--- src/rtl/gps_uart_rx.sv ---
// 8N1 asynchronous receiver for the GPS serial line: two-flop synchroniser,
// mid-bit sampling, start-glitch rejection and framing-error reporting.
module gps_uart_rx #(
    parameter int B            = 8,
    parameter int CLKS_PER_BIT = 5208
) (
    input  logic         clock,
    input  logic         reset,
    input  logic         rx,
    output logic [B-1:0] data,
    output logic         load,
    output logic         frame_error
);

    localparam int CW = $clog2(CLKS_PER_BIT);
    localparam int IW = (B > 1) ? $clog2(B) : 1;
    localparam logic [CW-1:0] C_LAST = CW'(CLKS_PER_BIT - 1);
    localparam logic [CW-1:0] H_LAST = CW'(CLKS_PER_BIT / 2 - 1);
    localparam logic [IW-1:0] I_LAST = IW'(B - 1);

    typedef enum logic [2:0] {WAIT_HIGH, IDLE, START, DATA, STOP} state_t;

    state_t        state, state_n;
    logic          rx_m, rx_s;
    logic [1:0]    fill;
    logic [CW-1:0] cnt, cnt_n;
    logic [IW-1:0] idx, idx_n;
    logic [B-1:0]  shreg, shreg_n, data_n;
    logic          load_n, ferr_n;

    // The synchroniser's reset value says nothing about the line; fill marks
    // when rx_s carries real samples so WAIT_HIGH only trusts a true idle.
    always_ff @(posedge clock or negedge reset) begin
        if (!reset) begin
            rx_m <= 1'b1;
            rx_s <= 1'b1;
            fill <= 2'b00;
        end else begin
            rx_m <= rx;
            rx_s <= rx_m;
            fill <= {fill[0], 1'b1};
        end
    end

    always_ff @(posedge clock or negedge reset) begin
        if (!reset) begin
            state       <= WAIT_HIGH;
            cnt         <= '0;
            idx         <= '0;
            shreg       <= '0;
            data        <= '0;
            load        <= 1'b0;
            frame_error <= 1'b0;
        end else begin
            state       <= state_n;
            cnt         <= cnt_n;
            idx         <= idx_n;
            shreg       <= shreg_n;
            data        <= data_n;
            load        <= load_n;
            frame_error <= ferr_n;
        end
    end

    always_comb begin
        state_n = state;
        cnt_n   = cnt + CW'(1);
        idx_n   = idx;
        shreg_n = shreg;
        data_n  = data;
        load_n  = 1'b0;
        ferr_n  = 1'b0;
        case (state)
            WAIT_HIGH: begin
                cnt_n = '0;
                if (fill[1] && rx_s) state_n = IDLE;
            end
            IDLE: begin
                cnt_n = '0;
                if (!rx_s) state_n = START;
            end
            START: begin
                if (cnt == H_LAST) begin
                    cnt_n   = '0;
                    idx_n   = '0;
                    state_n = rx_s ? IDLE : DATA;
                end
            end
            DATA: begin
                if (cnt == C_LAST) begin
                    cnt_n        = '0;
                    shreg_n[idx] = rx_s;
                    if (idx == I_LAST) state_n = STOP;
                    else               idx_n   = idx + IW'(1);
                end
            end
            STOP: begin
                // Leaving at mid stop bit lets a start edge right after it be caught.
                if (cnt == C_LAST) begin
                    cnt_n = '0;
                    if (rx_s) begin
                        data_n  = shreg;
                        load_n  = 1'b1;
                        state_n = IDLE;
                    end else begin
                        ferr_n  = 1'b1;
                        state_n = WAIT_HIGH;
                    end
                end
            end
            default: state_n = WAIT_HIGH;
        endcase
    end

endmodule

--- config.mk ---
export PLATFORM = sky130hd
export DESIGN_NAME = gps_uart_rx
export DESIGN_NICKNAME = d
export VERILOG_FILES = /design/src/rtl/gps_uart_rx.sv
export SDC_FILE = /design/constraint.sdc
export NUM_CORES = 1
export LEC_CHECK = 0
export CAP_MARGIN = 25
export CORE_AREA = 8 8 70 60
export CTS_BUF_LIST = sky130_fd_sc_hd__clkbuf_4
export DETAILED_ROUTE_END_ITERATION = 6
export DIE_AREA = 0 0 78 68
export DONT_BUFFER_PORTS = 1
export MAX_ROUTING_LAYER = met4
export PLACE_DENSITY_LB_ADDON = 0.1
export SETUP_SLACK_MARGIN = 0.15
export SLEW_MARGIN = 15
export SYNTH_ARGS = -nofsm -noshare
export SYNTH_HDL_FRONTEND = slang
export SYNTH_SLANG_ARGS = --single-unit
--- constraint.sdc ---
create_clock -name clock -period 4.25 [get_ports clock]
set_input_delay 0.85 -clock clock [delete_from_list [all_inputs] [get_ports clock]]
set_output_delay 0.85 -clock clock [all_outputs]
set_load 0.02 [all_outputs]
# Yosys cells after proc, flatten, opt, wreduce, memory -nomap -nowiden
# Index checks and enable logic that the tools add are counted.
# op_classes
eq_ne	14
n_reduce_logical	10
order_cmp	2
n_mux	25
addsub	2
# ops
operator	n
$pmux 13 s3	1
$mux 3	9
$mux 13	2
$pmux 3 s5	1
$ne 2x2->1 const B	7
$add 13x1->13 const B	1
$eq 13x12->1 const B	1
$eq 13x13->1 const B	1
$bwmux 8	1
$mux 1	8
$eq 3x2->1 const B	2
$eq 3x3->1 const B	2
$pmux 3 s2	1
$reduce_and 6->1	1
$lt 3x4->1 const B	1
$reduce_and 4->1	1
$reduce_or 2->1	2
$add 3x1->3 const B	1
$demux 1 s3	1
$eq 3x1->1 const B	1
$ge 3x1->1 const B	1
$logic_not 3->1	1
$reduce_and 3->1	1
$logic_and 1x1->1	2
other kinds (3)	3
# word_totals
output_inout_bits	10
input_bits	3
word_cells	63
reg_bits	41

# Longest topological paths before layout
# depth
depth_word	5
mapped_depth	7
depth_no_buf	6

# Least setup slack after synthesis
# No wires, ideal clock.
# synth_timing
path_type	reg-to-reg
from	register idx[1]
to	register idx[0]
path_stages_with_launch	7
setup_slack_ns	2.384
arrival_time_ns	1.741
setup_time_ns	0.125
synth_period_minus_slack_ns	1.866
path_buffers	0
required_time_ns	4.125
path_cell_list	dfrtp_1 ha_1 ha_1 nor4bb_1 nand4_1 o21ai_0 mux2_2
# synth_between
elab_chain_len	3
# synth_rtl
item	line_no	source
start: declaration	27	logic [IW-1:0] idx, idx_n;
start signal: assignment	57	idx <= idx_n;
$eq 3x3->1	93	if (idx == I_LAST) state_n = STOP;
$ne 2x2->1 (no line)	-	
$reduce_and 4->1 (no line)	-	
# No other way between the ends.
# A chain may end at the register's enable or synchronous reset.

# Worst setup path after layout
# layout_timing
from	register cnt[0]
to	register cnt[1]
# layout_between
elab_chain_len	3
elab_cells_between_ends	6
cone_classes	add/sub (1); eq/ne (2); mux (3)
# layout_rtl
item	line_no	source
start: declaration	26	logic [CW-1:0] cnt, cnt_n;
start signal: assignment	56	cnt <= cnt_n;
$add 13x1->13, or another cell as far along	67	cnt_n = cnt + CW'(1);
$mux 13 (on tied branches)	90, 99, 83	
$pmux 13 s3 (*)	73	case (state)
named net cnt_n[1]	26	
# The timed path passes the listed nets; every way through them passes the cells marked *.

==> metrics.md <==
| Metric | Value |
|---|---|
| Status | finished, final reports clean |
| H-tree Lvls | 2 |
| Worst setup EP type | flip-flop |
| Fillers | 253 |
| Cells along the critical path | ha_1 > nor4b_1 > a41oi_1 > a22oi_2 > nor2b_1 |
| Final Routed Wirelength | 3.40 mm |
| GRT Total Usage | 14.6% |
| Final core occ | 64.5% |
| DPL Wire Length | 2.38 mm |
| Crit path arrival time | 2.34 ns |
| Commonest non-fill, non-tap cells in the layout | 39 x dfrtp_1, 18 x nor2_1, 9 x mux2_2 |
| Mean Syn Cell Area | 11.8 µm² |
| Critical path's slowest cell | a22oi_2 |
| WP buf/inv | 0 |
| Via count | 1243 |
| Die height | 68 µm |
| Crit Path Class | flip-flop to flip-flop |
| Final Max Tran Viols | 0 |
| Tcrit/Tclk final | 50.2% |
| Post-synth top flop | dfrtp_1 |
| Commonest non-fill, non-tap cell in the layout | dfrtp_1 |
| Max Clock Skew | 0.0168 ns |
| Core ar. | 3190 µm² |
| Final setup vio count | 0 |
| Die Width | 78 µm |
| Std cell rows | 19 |
| Post-Syn Area | 1990 µm² |
| RSZ-0062 raised after global routing | no |
| Critical path's top delay family | compound AO/OA/AOI/OAI gates |
| Net Count, Synth | 175 |
| Initial Util | 62.6% |
| Die area | 5300 µm² |
| Congestion Overflow GR | 0 |
| Antenna cells | 0 |
| Asr flop ratio synth | 100% |
| Ys Warns | 0 |
| Setup TNS | 0 ns |
| Hold WS | 0.173 ns |
| Power Total | 0.759 mW |
| P per Cell Area | 370 nW/µm² |
| Slew HR | 61.2% |
| # IOs | 13 |
| Clock sink count | 41 |
| 1st-pass router iterations | 4 |
| Register bit total from synthesis | 41 |
| Longest Clk Path Bufs | 2 |
| Max-Cap Viols | 0 |
| Hold Crit Class | input port to async pin |
| Post-CTS Setup Repair Bufs | 0 |
| Sequential fraction of the synthesis area | 51.6% |
| Wirelength per Cell | 16.2 µm |
| CP max FO | 13 |
| Setup crit start kind | flip-flop |
| Clock Latency Late Sink | 0.35 ns |
| Min cycle time layout | 2.13 ns |
| Worst slew pin tran | 0.582 ns |
| DR iter-0 viols | 60 |
| Vias in the first global route | 1144 |
| Number of I/O port buffers | 0 |
| Total CTS buffers | 5 |
| P_leak | 0.938 nW |
| GPL Wtd Cong | 0.886 |
| Cell variety after synth | 45 |
| CTS tree | built |
| Drc violations | 0 |
| Area delta synth->final | 3.08% |
| Ratio of cells with drive above 1 in the final layout | 21.4% |
| Initial antenna violation count | 0 |
| Worst endpoint required time | 4.45 ns |
| Hold Buf Count CTS | 0 |
| Post-Syn Instances | 169 |
| Final ANT Viol Nets | 0 |
| Post-synth EDFFs | 0 |
| Via density | 5.92 |
| Clock root cell | clkbuf_4 |
| Max Fclk | 469 MHz |
| Worst-path clk slew | 0.12 ns |
| Fin nets | 173 |
| Largest net degree at the start of global routing | 42 |
| Post-CTS sizing | 0 |
| Final hold viol count | 0 |
| First-pass GRT wire length | 5.87 mm |
| Maximum VDD drop | 241 µV |
| Worst stage delay on the critical path | 0.55 ns |
[cells by family after synthesis]
logic type,after synthesis,synth area share [%]
simple gates,68,22.0
other cells,1,0.188
compound gates,13,4.58
mux,18,11.6
flops,41,51.6
buf+inv,14,3.26
fa+ha+maj,3,1.88
xor+xnor,11,4.83
[sequential cells by signal, indices dropped and copies added (netlist names)]
signal	cells
shreg	8
cnt	13
load	1
rx_m	1
rx_s	1
fill	2
idx	3
state	3
data	8
frame_error	1
[layout make-up]
class | count | area [µm²] | area share (%)
inverter | 5 | 18.8 | 0.914
multi-input combinational | 114 | 900 | 43.8
clock inverter | 3 | 17.5 | 0.853
tap | 42 | 52.6 | 2.56
sequential | 41 | 1030 | 50.1
clock buffer | 5 | 37.5 | 1.83
[per-stage QoR]
stage | instance area (µm²) | setup slack (ns) | std cells
finish | 2050 | 2.12 | 210
global route | 2050 | 1.92 | 210
CTS | 2050 | 2.13 | 210
detailed placement | 2000 | 2.14 | 202
global placement | 2000 | 2.17 | 202
floorplan | 1990 | 2.38 | 169
[path summary, 6_finish.rpt]
kind	from	to	slack, ns	cells after the start
setup / recovery	cnt[0]$_DFF_PN0_	cnt[1]$_DFF_PN0_	2.12	5
hold / removal	reset	data[3]$_DFFE_PN0P_	0.17	0
setup reg to reg	cnt[0]$_DFF_PN0_	cnt[1]$_DFF_PN0_	2.12	5
hold reg to reg	rx_m$_DFF_PN1_	rx_s$_DFF_PN1_	0.37	0
max in group asynchronous	reset	rx_m$_DFF_PN1_	3.89	0
min in group clock	rx_m$_DFF_PN1_	rx_s$_DFF_PN1_	0.37	0
[routing by layer]
layer	global-route usage (%)	share of wire [%]	up-vias
li1	-	-	607
met1	20.3	53	611
met2	18.7	41	20
met3	4.72	5.2	5
met4	6.22	1.4	0
met5	-	0	-
[cells in the mapped netlist (2+ instances only)]
cell,n,share of area (%)
nand2_1,5,0.94
inv_1,5,0.94
and3_1,2,0.63
mux2_4,8,6.0
nor4_1,4,1.3
dfrtp_1,39,49
xnor2_1,5,2.2
nand3_1,6,1.5
nor2_1,18,3.4
nand4_2,2,1.3
nand4_1,8,2.5
ha_1,3,1.9
nor4bb_1,2,1.0
nor3_1,7,1.8
nor4b_4,2,2.4
o21ai_0,4,1.0
xor2_1,6,2.6
dfstp_2,2,2.6
o22ai_1,2,0.63
clkbuf_1,5,0.94
mux2_2,9,5.1
nor4b_1,2,0.88
[power breakdown]
group | switching [mW] | internal [mW] | total (mW)
logic | 0.0464 | 0.0457 | 0.0921
clock network | 0.124 | 0.0627 | 0.187
registers | 0.0542 | 0.426 | 0.481
total | 0.224 | 0.535 | 0.759
Power figures use the tool's default switching activity.
